$ cat src/rtl/fwd_hazard_unit.sv
// Forwarding-select, load-use stall and branch-flush control for the 5-stage RV32 pipeline.
// Shadows destination-register info through ID/EX, EX/MEM and MEM/WB.
module fwd_hazard_unit #(
    parameter int REG_AW = 5,
    parameter int CNT_W  = 16
) (
    input  logic              clk,
    input  logic              rst,
    input  logic              id_valid,
    input  logic [REG_AW-1:0] id_rs1,
    input  logic [REG_AW-1:0] id_rs2,
    input  logic [REG_AW-1:0] id_rd,
    input  logic              id_regwrite,
    input  logic              id_memread,
    input  logic              ex_branch_taken,
    output logic [1:0]        fwd_a_sel,
    output logic [1:0]        fwd_b_sel,
    output logic              stall,
    output logic              flush,
    output logic [CNT_W-1:0]  stall_cnt
);

    localparam logic [1:0] SEL_RF  = 2'b00;
    localparam logic [1:0] SEL_WB  = 2'b01;
    localparam logic [1:0] SEL_ALU = 2'b10;

    // Payload fields travel separately from the valid bits so only the valids need reset.
    typedef struct packed {
        logic [REG_AW-1:0] rs1;
        logic [REG_AW-1:0] rs2;
        logic [REG_AW-1:0] rd;
        logic              regwrite;
        logic              memread;
    } id_ex_t;

    typedef struct packed {
        logic [REG_AW-1:0] rd;
        logic              regwrite;
        logic              memread;
    } wr_info_t;

    id_ex_t     id_ex_q,  id_ex_d;
    wr_info_t   ex_mem_q, ex_mem_d;
    wr_info_t   mem_wb_q, mem_wb_d;

    logic       id_ex_valid_q,  id_ex_valid_d;
    logic       ex_mem_valid_q, ex_mem_valid_d;
    logic       mem_wb_valid_q, mem_wb_valid_d;
    logic [CNT_W-1:0] stall_cnt_q, stall_cnt_d;

    logic       load_use_raw;

    // A stage "writes r" only when it is a live register-writing instruction to a non-x0 target.
    function automatic logic stage_writes(input logic              valid,
                                          input logic              regwrite,
                                          input logic [REG_AW-1:0] rd,
                                          input logic [REG_AW-1:0] r);
        return valid && regwrite && (rd == r) && (r != '0);
    endfunction

    function automatic logic [1:0] fwd_select(input logic [REG_AW-1:0] rs);
        logic [1:0] sel;
        sel = SEL_RF;
        if (id_ex_valid_q) begin
            if (stage_writes(ex_mem_valid_q, ex_mem_q.regwrite, ex_mem_q.rd, rs)) begin
                sel = SEL_ALU;
            end else if (stage_writes(mem_wb_valid_q, mem_wb_q.regwrite, mem_wb_q.rd, rs)) begin
                sel = SEL_WB;
            end
        end
        return sel;
    endfunction

    always_comb begin
        // NOTE: every combinational output gets a default first so no path can infer a latch.
        fwd_a_sel    = SEL_RF;
        fwd_b_sel    = SEL_RF;
        load_use_raw = 1'b0;
        stall        = 1'b0;
        flush        = 1'b0;

        fwd_a_sel = fwd_select(id_ex_q.rs1);
        fwd_b_sel = fwd_select(id_ex_q.rs2);

        load_use_raw = id_valid && id_ex_valid_q && id_ex_q.memread && id_ex_q.regwrite
                       && (id_ex_q.rd != '0)
                       && ((id_ex_q.rd == id_rs1) || (id_ex_q.rd == id_rs2));

        // A taken branch squashes the dependent ID instruction, so it overrides the stall.
        flush = ex_branch_taken;
        stall = load_use_raw && !ex_branch_taken;
    end

    always_comb begin
        id_ex_d  = '{rs1: id_rs1, rs2: id_rs2, rd: id_rd,
                     regwrite: id_regwrite, memread: id_memread};
        ex_mem_d = '{rd: id_ex_q.rd, regwrite: id_ex_q.regwrite, memread: id_ex_q.memread};
        mem_wb_d = ex_mem_q;

        id_ex_valid_d  = id_valid && !stall && !flush;
        ex_mem_valid_d = id_ex_valid_q;
        mem_wb_valid_d = ex_mem_valid_q;

        stall_cnt_d = stall_cnt_q;
        if (stall && (stall_cnt_q != '1)) begin
            stall_cnt_d = stall_cnt_q + 1'b1;
        end
    end

    // NOTE: only the valid bits and the counter are reset; payload is don't-care while invalid.
    always_ff @(posedge clk) begin
        if (rst) begin
            // NOTE: sequential state uses non-blocking assignment so all stages shift simultaneously.
            id_ex_valid_q  <= 1'b0;
            ex_mem_valid_q <= 1'b0;
            mem_wb_valid_q <= 1'b0;
            stall_cnt_q    <= '0;
        end else begin
            id_ex_valid_q  <= id_ex_valid_d;
            ex_mem_valid_q <= ex_mem_valid_d;
            mem_wb_valid_q <= mem_wb_valid_d;
            stall_cnt_q    <= stall_cnt_d;
        end
    end

    always_ff @(posedge clk) begin
        id_ex_q  <= id_ex_d;
        ex_mem_q <= ex_mem_d;
        mem_wb_q <= mem_wb_d;
    end

    assign stall_cnt = stall_cnt_q;

    // Load flags past EX are kept for debug visibility; forwarding never needs them.
    logic unused_memread;
    assign unused_memread = ex_mem_q.memread ^ mem_wb_q.memread;

endmodule

$ cat config.mk
export PLATFORM = sky130hd
export DESIGN_NAME = fwd_hazard_unit
export DESIGN_NICKNAME = d
export VERILOG_FILES = /design/src/rtl/fwd_hazard_unit.sv
export SDC_FILE = /design/constraint.sdc
export NUM_CORES = 1
export LEC_CHECK = 0
export CAP_MARGIN = 30
export CORE_MARGIN = 3
export CORE_UTILIZATION = 54
export DETAILED_ROUTE_END_ITERATION = 8
export PLACE_DENSITY_LB_ADDON = 0.2
export SYNTH_ARGS = -nofsm -noshare
export SYNTH_HDL_FRONTEND = slang
export SYNTH_SLANG_ARGS = --single-unit
$ cat constraint.sdc
create_clock -name clk -period 5.1 [get_ports clk]
set_clock_uncertainty 0.05 [all_clocks]
set_input_delay 0.765 -clock clk [delete_from_list [all_inputs] [get_ports clk]]
set_output_delay 0.765 -clock clk [all_outputs]
set_load 0.01 [all_outputs]
; Yosys cells after proc, flatten, opt, wreduce, memory -nomap -nowiden
; Cells that the tools add are included.
[classes]
n_mul = 0
bitwise_logic = 0
eq_ne = 7
magnitude_cmp = 0
n_addsub = 1
n_reduce_logical = 25
shift = 0
muxes = 6
div = 0
[op_table]
columns = op, n
row1 = $eq 5x5->1, 6
row2 = $logic_and 1x1->1, 19
row3 = $add 16x1->16 const B, 1
row4 = $ne 16x16->1 const B, 1
row5 = $reduce_bool 5->1, 3
row6 = $mux 2, 4
row7 = $logic_not 1->1, 2
row8 = $mux 1, 2
row9 = $logic_or 1x1->1, 1
[totals]
latch_bits = 0
rom_bits = 0
word_cells = 52
input_bits = 21
n_memories = 0
output_inout_bits = 22
mem_bits_rw = 0
reg_bits = 48

; Depth between registers and ports, before layout
; Gate-level depths: netlist of run 1.
[logic_depth]
depth_word = 9
mapped_depth = 7
mapped_depth_nobuf = 6

; Worst setup path after synthesis of run 1
; OpenSTA, ideal clock, no wires.
[synth_timing]
path_type = input to output
start = input id_rs1[2]
end = output stall
n_path_buf = 1
stages = 5
path_slack_ps = 2677
t_required_ps = 4285
arrival_ps = 1608
path_cell_list = xor2_1 > nor3_1 > a22oi_1 > buf_2 > nor2b_1
[synth_via]
elab_chain_len = 4
[synth_rtl]
columns = element, line_no
row1 = "start, declared", 10  ; input logic [REG_AW-1:0] id_rs1,
row2 = $eq 5x5->1, 87  ; && ((id_ex_q.rd == id_rs1) || (id_ex_q.rd == id_rs2));
row3 = $logic_or 1x1->1, 87
row4 = $logic_and 1x1->1, 87
row5 = $logic_and 1x1->1, 91  ; stall = load_use_raw && !ex_branch_taken;
row6 = "end, declared", 18  ; output logic stall,
; Every way passes these cells.

; Final worst setup path of run 1
[layout_timing]
start = input id_rs2[1]
end = output stall
[layout_via]
elab_chain_len = 4
[layout_rtl]
columns = element, line_no
row1 = "start, declared", 11  ; input logic [REG_AW-1:0] id_rs2,
row2 = $eq 5x5->1, 87
row3 = $logic_or 1x1->1, 87
row4 = $logic_and 1x1->1, 87
row5 = $logic_and 1x1->1, 91
; Every way passes these cells.

==> qor.yml, run 1 <==
outcome:
  status: "finished clean"
cts:
  ctsHoldBuffers: 0
  cts.path.max_buffers: 2
  cts_setup_buffers: 0
  cts_resized: 0
  clkLatencyLatePin_ns: 0.30
  clk_root_buffer_cell: "clkbuf_8"
  cts_tree: "yes"
  path_clk_slew_ns: 0.08
  clock-sinks: 48
  cts_buffers: 5
  h-tree-depth: 2
routing:
  remaining_drc_errors: 0
  vias: 1600
  drt_iter0_markers: 64
  wl_per_cell_um: 14.5
  dr.pass1.iters: 4
  ant_nets: 0
  viasPerCell: 5.48
  routed_wl_mm: 4.23
placement:
  gp_congestion: 0.831
  post-dp-hpwl_mm: 2.91
  port_buffers: 42
  placed_area_um2: 2500
yosys:
  synth_area_um2: 2060
  synth_edf_count: 0
  ys_ff_latch: 48
  synth-seq-area-share_pct: 46.7
  synth_top_area_share_pct: 46.7
  yosys.area.top_type: "dfxtp_1"
  ys_warn_count: 0
  synth_top_cells_by_area: "dfxtp_1 (47%), xnor2_1 (6.8%), xor2_1 (6.0%), mux2_4 (4.4%), or4_1 (3.6%)"
  syn_area_per_cell_um2: 10.2
  syn-num-nets: 224
  synth_cell_type_count: 36
  ys.flop_type: "dfxtp_1"
  syn_inst: 202
  ys_async_sr_fraction_pct: 0
pwr:
  swShare_pct: 20.9
  p_leak_nw: 0.903
  p_int_mw: 0.616
  clockPowerShare_pct: 41.7
  peakVddDrop_mv: 0.227
  comb_power_share_pct: 6.8
  p_total_mw: 0.778
  power.density_nw_per_um2: 295
  p_sw_mw: 0.162
  seq_power_share_pct: 51.5
timing:
  finalMaxSlewViolations: 0
  rsz0062_at_grt: "false"
  hold_viol_final: 0
  tns_ns: 0
  max_freq_mhz: 286
  worstMarginPinSlew_ns: 0.952
  setup_viol: 0
  layout_min_cycle_time_ns: 3.50
  slew_headroom_pct: 36.4
  period_share_pct: 68.6
setup_path:
  arrival_ns: 2.68
  cp-end-kind: "output port"
  reg2reg_to: "stall_cnt[3]"
  crit_type: "in -> out"
  worstRegToRegCells: 5
  r2r-start: "ex_mem_d[3]"
  critical_path_required_ns: 4.28
  start_kind: "input pin"
  worstPathMaxFanout: 23
  reg2reg_slack_ns: 3.03
worst_hold_path:
  hold_class: "reg -> reg"
  min_from: "ex_mem_d[1]"
  hold_depth: 0
  hold_end: "ex_mem_q[1]"
floorplan:
  die_x_um: 67.8
  die_h_um: 67.8
  initial_utilization_pct: 58.9
  io_pins: 43
  rows: 21
  fp.coreArea_um2: 3490
  die_area_um2: 4590
global_route:
  grt-ovfl-total: 0
  track_usage_pct: 20.8
  grt_pass1_vias: 1552
  antenna_found_initial: 0
  grt_max_degree: 29
  grt_pass1_wl_mm: 7.02
final_layout:
  multi_input_area_um2: 1040
  regArea_um2: 961
  final_core_util_pct: 75.4
  area_growth_pct: 27.9
  fin_nets: 267
  fillCellCount: 268
  fin_area_um2: 2630
  drive_above_1_share_pct: 10.2
  diodes: 0
run:
  drv_cap: 0
==> state kept, by name, summed over array words and instances (netlist names) <==
name and cells:
ex_mem_d 7, ex_mem_q 6, ex_mem_valid_d 1, ex_mem_valid_q 1, id_ex_q 10, mem_wb_q 6, mem_wb_valid_q 1, stall_cnt 16
==> per-stage QoR <==
| stage | worst slack (ns) | instances | hold slack [ns] |
|---|---|---|---|
| 6_report | 1.60 | 292 | 0.323 |
| 5_1_grt | 1.44 | 292 | 0.330 |
| 4_1_cts | 1.60 | 292 | 0.327 |
| 3_5_place_dp | 1.66 | 284 | 0.288 |
| 3_3_place_gp | 1.68 | 284 | 0.302 |
| 2_1_floorplan | 2.68 | 202 | 0.281 |
==> area by class of cell <==
type,count,share of cell area (%)
Timing Repair Buffer,43,16.2
Clock buffer,5,2.61
Sequential cell,48,36.5
Multi-Input combinational cell,144,39.4
Tap cell,46,2.19
Inverter,3,0.428
Clock inverter,3,2.61
==> synthesized netlist by cell type (all sizes together) (4+ instances only) <==
cell	number
a21oi	7
buf	4
dfxtp	48
mux2	8
nand2	10
nand3	9
nand4	8
nor2	17
nor2b	10
nor3	6
nor4	8
o31ai	6
or4	10
xnor2	16
xor2	14
==> logic make-up (layout without fill, tap and decap cells) <==
logic type      after synthesis  count (layout)  synth area share [%]
compound gates               16              16                  5.10
mux                           9               9                  5.95
buf+inv                      10              54                  2.92
simple gates                 88              88                  26.0
flops                        48              48                  46.7
fa+ha+maj                     1               1                 0.607
xor+xnor                     30              30                  12.8
==> power groups by stage <==
stage / combinational [mW] / clock [mW] / sequential [mW]
after floorplan: 0.0302 / 0 / 0.406
after global placement: 0.0514 / 0 / 0.409
after detailed placement: 0.0522 / 0 / 0.409
after CTS: 0.0537 / 0.331 / 0.401
after global routing: 0.0584 / 0.342 / 0.402
final: 0.0532 / 0.324 / 0.400
==> worst max-delay path by stage <==
stage	from	to	depth (start not counted)
finish	id_rs2[1]	stall	7
global route	id_rs2[1]	stall	7
CTS	id_rs2[0]	stall	7
detailed placement	id_rs2[1]	stall	7
global placement	id_rs1[0]	stall	7
floorplan	id_rs1[2]	stall	5
==> placed cells by master, fill, tap and decap left out, types with 2 or more instances in the layout <==
| cell type | Yosys | layout |
|---|---|---|
| a21oi_1 | 7 | 7 |
| and2_1 | 3 | 3 |
| bufinv_16 | 0 | 2 |
| clkbuf_8 | 0 | 5 |
| clkdlybuf4s50_1 | 0 | 42 |
| dfxtp_1 | 48 | 48 |
| inv_1 | 3 | 3 |
| mux2_1 | 2 | 2 |
| mux2_4 | 6 | 6 |
| nand2_1 | 9 | 9 |
| nand2b_1 | 3 | 3 |
| nand3_1 | 9 | 9 |
| nand4_1 | 7 | 7 |
| nor2_1 | 16 | 16 |
| nor2b_1 | 10 | 10 |
| nor3_1 | 5 | 5 |
| nor4_1 | 4 | 4 |
| nor4_2 | 4 | 4 |
| o31ai_1 | 6 | 6 |
| or4_1 | 10 | 10 |
| xnor2_1 | 16 | 16 |
| xor2_1 | 14 | 14 |
==> routing by layer <==
layer | global-route usage, % | routed length (um) | vias up
met5 | 0 | 0 | -
met4 | 8.35 | 65 | 0
met3 | 5.32 | 204 | 7
met2 | 33.8 | 2000 | 50
met1 | 26.2 | 1960 | 740
li1 | - | - | 803
==> worst max-delay path, cell delays in order <==
cell and delay, ns:
clkdlybuf4s50_1 0.45, xor2_1 0.17, nor3_1 0.23, a22oi_1 0.11, buf_4 0.23, nor2b_1 0.17, clkdlybuf4s50_1 0.56
No activity file was read; power rests on OpenSTA's default activity.
==> run 2: changes to the inputs <==
--- a/config.mk
+++ b/config.mk
@@ -7,7 +7,7 @@
 export LEC_CHECK = 0
 export CAP_MARGIN = 30
 export CORE_MARGIN = 3
-export CORE_UTILIZATION = 54
+export CORE_UTILIZATION = 50
 export DETAILED_ROUTE_END_ITERATION = 8
 export PLACE_DENSITY_LB_ADDON = 0.2
 export SYNTH_ARGS = -nofsm -noshare
==> constraint.sdc (replaced) <==
create_clock -name clk -period 3.3 [get_ports clk]
set_clock_uncertainty 0.05 [all_clocks]
set_input_delay 0.495 -clock clk [delete_from_list [all_inputs] [get_ports clk]]
set_output_delay 0.495 -clock clk [all_outputs]
set_load 0.01 [all_outputs]
==> run 2 against run 1 <==
Via count is 1.1% lower; hold slack worse by 0.0073 ns; routed wire length down 2.6%; critical endpoint is now fwd_b_sel[0]; largest power group unchanged.
==> qor.yml, run 2 (synthesized netlist as in run 1, its figures left out) <==
setup_path:
  cpPeakStageDelay_ns: 0.60
  crit_type: "reg -> out"
  start_kind: "flip-flop"
  arrival_ns: 2.25
  crit_buf_inv: 1
  cp-end-kind: "output port"
  slowest_stage: "clkdlybuf4s50_1"
  cpLargestDelayFamily: "simple AND/OR/NAND/NOR gates"
  path_cells: "or4_1 > nor2_1 > nor3_1 > nor4_1 > clkdlybuf4s50_1"
  crit_cells: 5
  worstPathMaxFanout: 3
  worstRegToRegCells: 6
  critical_path_required_ns: 2.75
final_layout:
  diodes: 0
  fillCellCount: 316
  layout_commonest_cell: "dfxtp_1"
  area_growth_pct: 28.7
  largest_reg_flops: 16
  fin_nets: 269
  mostFrequentLayoutCells: "dfxtp_1 (48), clkdlybuf4s50_1 (42), nor2_1 (16), xnor2_1 (16), xor2_1 (14)"
  multi_input_area_um2: 1040
  drive_above_1_share_pct: 10.9
  regArea_um2: 961
routing:
  routed_wl_mm: 4.12
  remaining_drc_errors: 0
  drt_iter0_markers: 85
  ant_nets: 0
  viasPerCell: 5.34
  dr.pass1.iters: 4
  vias: 1582
  wl_per_cell_um: 13.9
placement:
  post-dp-hpwl_mm: 3.08
  gp_congestion: 0.813
  port_buffers: 42
timing:
  rsz0062_at_grt: "false"
  layout_min_cycle_time_ns: 2.80
  whs_ns: 0.316
  setup_viol: 0
  tns_ns: 0
  period_share_pct: 84.7
  max_freq_mhz: 358
  hold_viol_final: 0
  worstMarginPinSlew_ns: 0.757
  slew_headroom_pct: 49.4
  finalMaxSlewViolations: 0
cts:
  cts_setup_buffers: 0
  clkLatencyLatePin_ns: 0.30
  cts.path.max_buffers: 2
  h-tree-depth: 2
  clock-sinks: 48
  ctsHoldBuffers: 0
  cts_buffers: 5
  cts_resized: 0
  clk_root_buffer_cell: "clkbuf_8"
  cts_tree: "yes"
  path_clk_slew_ns: 0.09
global_route:
  track_usage_pct: 17.9
  grt_max_degree: 23
  antenna_found_initial: 0
  grt_pass1_vias: 1549
  grt-ovfl-total: 0
  grt_pass1_wl_mm: 7.03
floorplan:
  die_x_um: 70.2
  fp.coreArea_um2: 3830
  io_pins: 43
  die_area_um2: 4930
  die_h_um: 70.2
  rows: 22
  initial_utilization_pct: 53.8
run:
  drv_cap: 0
outcome:
  status: "finished clean"
pwr:
  p_int_mw: 0.952
  p_sw_mw: 0.249
  p_leak_nw: 0.913
  comb_power_share_pct: 6.7
  seq_power_share_pct: 51.5
  peakVddDrop_mv: 0.308
  power.density_nw_per_um2: 453
  clockPowerShare_pct: 41.8
  swShare_pct: 20.7
worst_hold_path:
  hold_class: "reg -> reg"
  hold_depth: 0
-- run 2: cell count changes in the layout (fill, tap and decap cells not counted), sizes merged --
cell / before / now
buf: 1 / 3
-- run 2: through the flow --
| stage | cells | setup slack, ns | instance area (um2) | utilization (%) | total power [mW] |
|---|---|---|---|---|---|
| after floorplan | 202 | 1.33 | 2060 | - | 0.674 |
| after global placement | 288 | 0.587 | 2510 | 65.7 | 0.712 |
| after detailed placement | 288 | 0.576 | 2510 | 65.7 | 0.713 |
| after CTS | 296 | 0.549 | 2650 | 69.3 | 1.21 |
| after global routing | 296 | 0.393 | 2650 | 69.3 | 1.25 |
| final | 296 | 0.505 | 2650 | 69.3 | 1.20 |
-- run 2: final timing paths --
kind | slack (ns) | start | to
worst max-delay path | 0.50 | id_ex_q[8] | fwd_b_sel[0]
worst min-delay path | 0.32 | ex_mem_d[1] | ex_mem_q[1]
worst min register to register | 0.32 | ex_mem_d[1] | ex_mem_q[1]
worst max register to register | 1.19 | stall_cnt[1] | stall_cnt[9]
-- run 2: area by class of cell --
cell class                 instances  area share (%)
sequential                        48            36.2
multi-input combinational        144            39.2
tap                               48            2.27
timing repair buffer              45            16.7
clock inverter                     3            2.60
clock buffer                       5            2.60
inverter                           3           0.425
-- run 2: power groups by stage --
stage	Combinational (mW)	Clock [mW]	Sequential, mW
4_1_cts	0.0815	0.510	0.619
3_3_place_gp	0.0797	0	0.632
2_1_floorplan	0.0466	0	0.628
5_1_grt	0.0895	0.535	0.622
6_report	0.0806	0.502	0.619
3_5_place_dp	0.0808	0	0.633
-- run 2: worst reg2reg max path, cell delays in order, from the launching register on --
cell	delay [ns]
dfxtp_1	0.40
ha_1	0.30
nand3_1	0.12
or4b_4	0.53
nand2_4	0.21
nor4b_1	0.10
mux2_1	0.31
-- run 2: metal layers --
metal	wire length, um	global-route usage, %	share of wire [%]	vias to the layer above
met1	2020	23.9	49	733
met3	198	4.75	4.8	8
met2	1850	28.3	45	35
met5	0	0	0	-
li1	-	-	-	806
met4	47	5.11	1.1	0
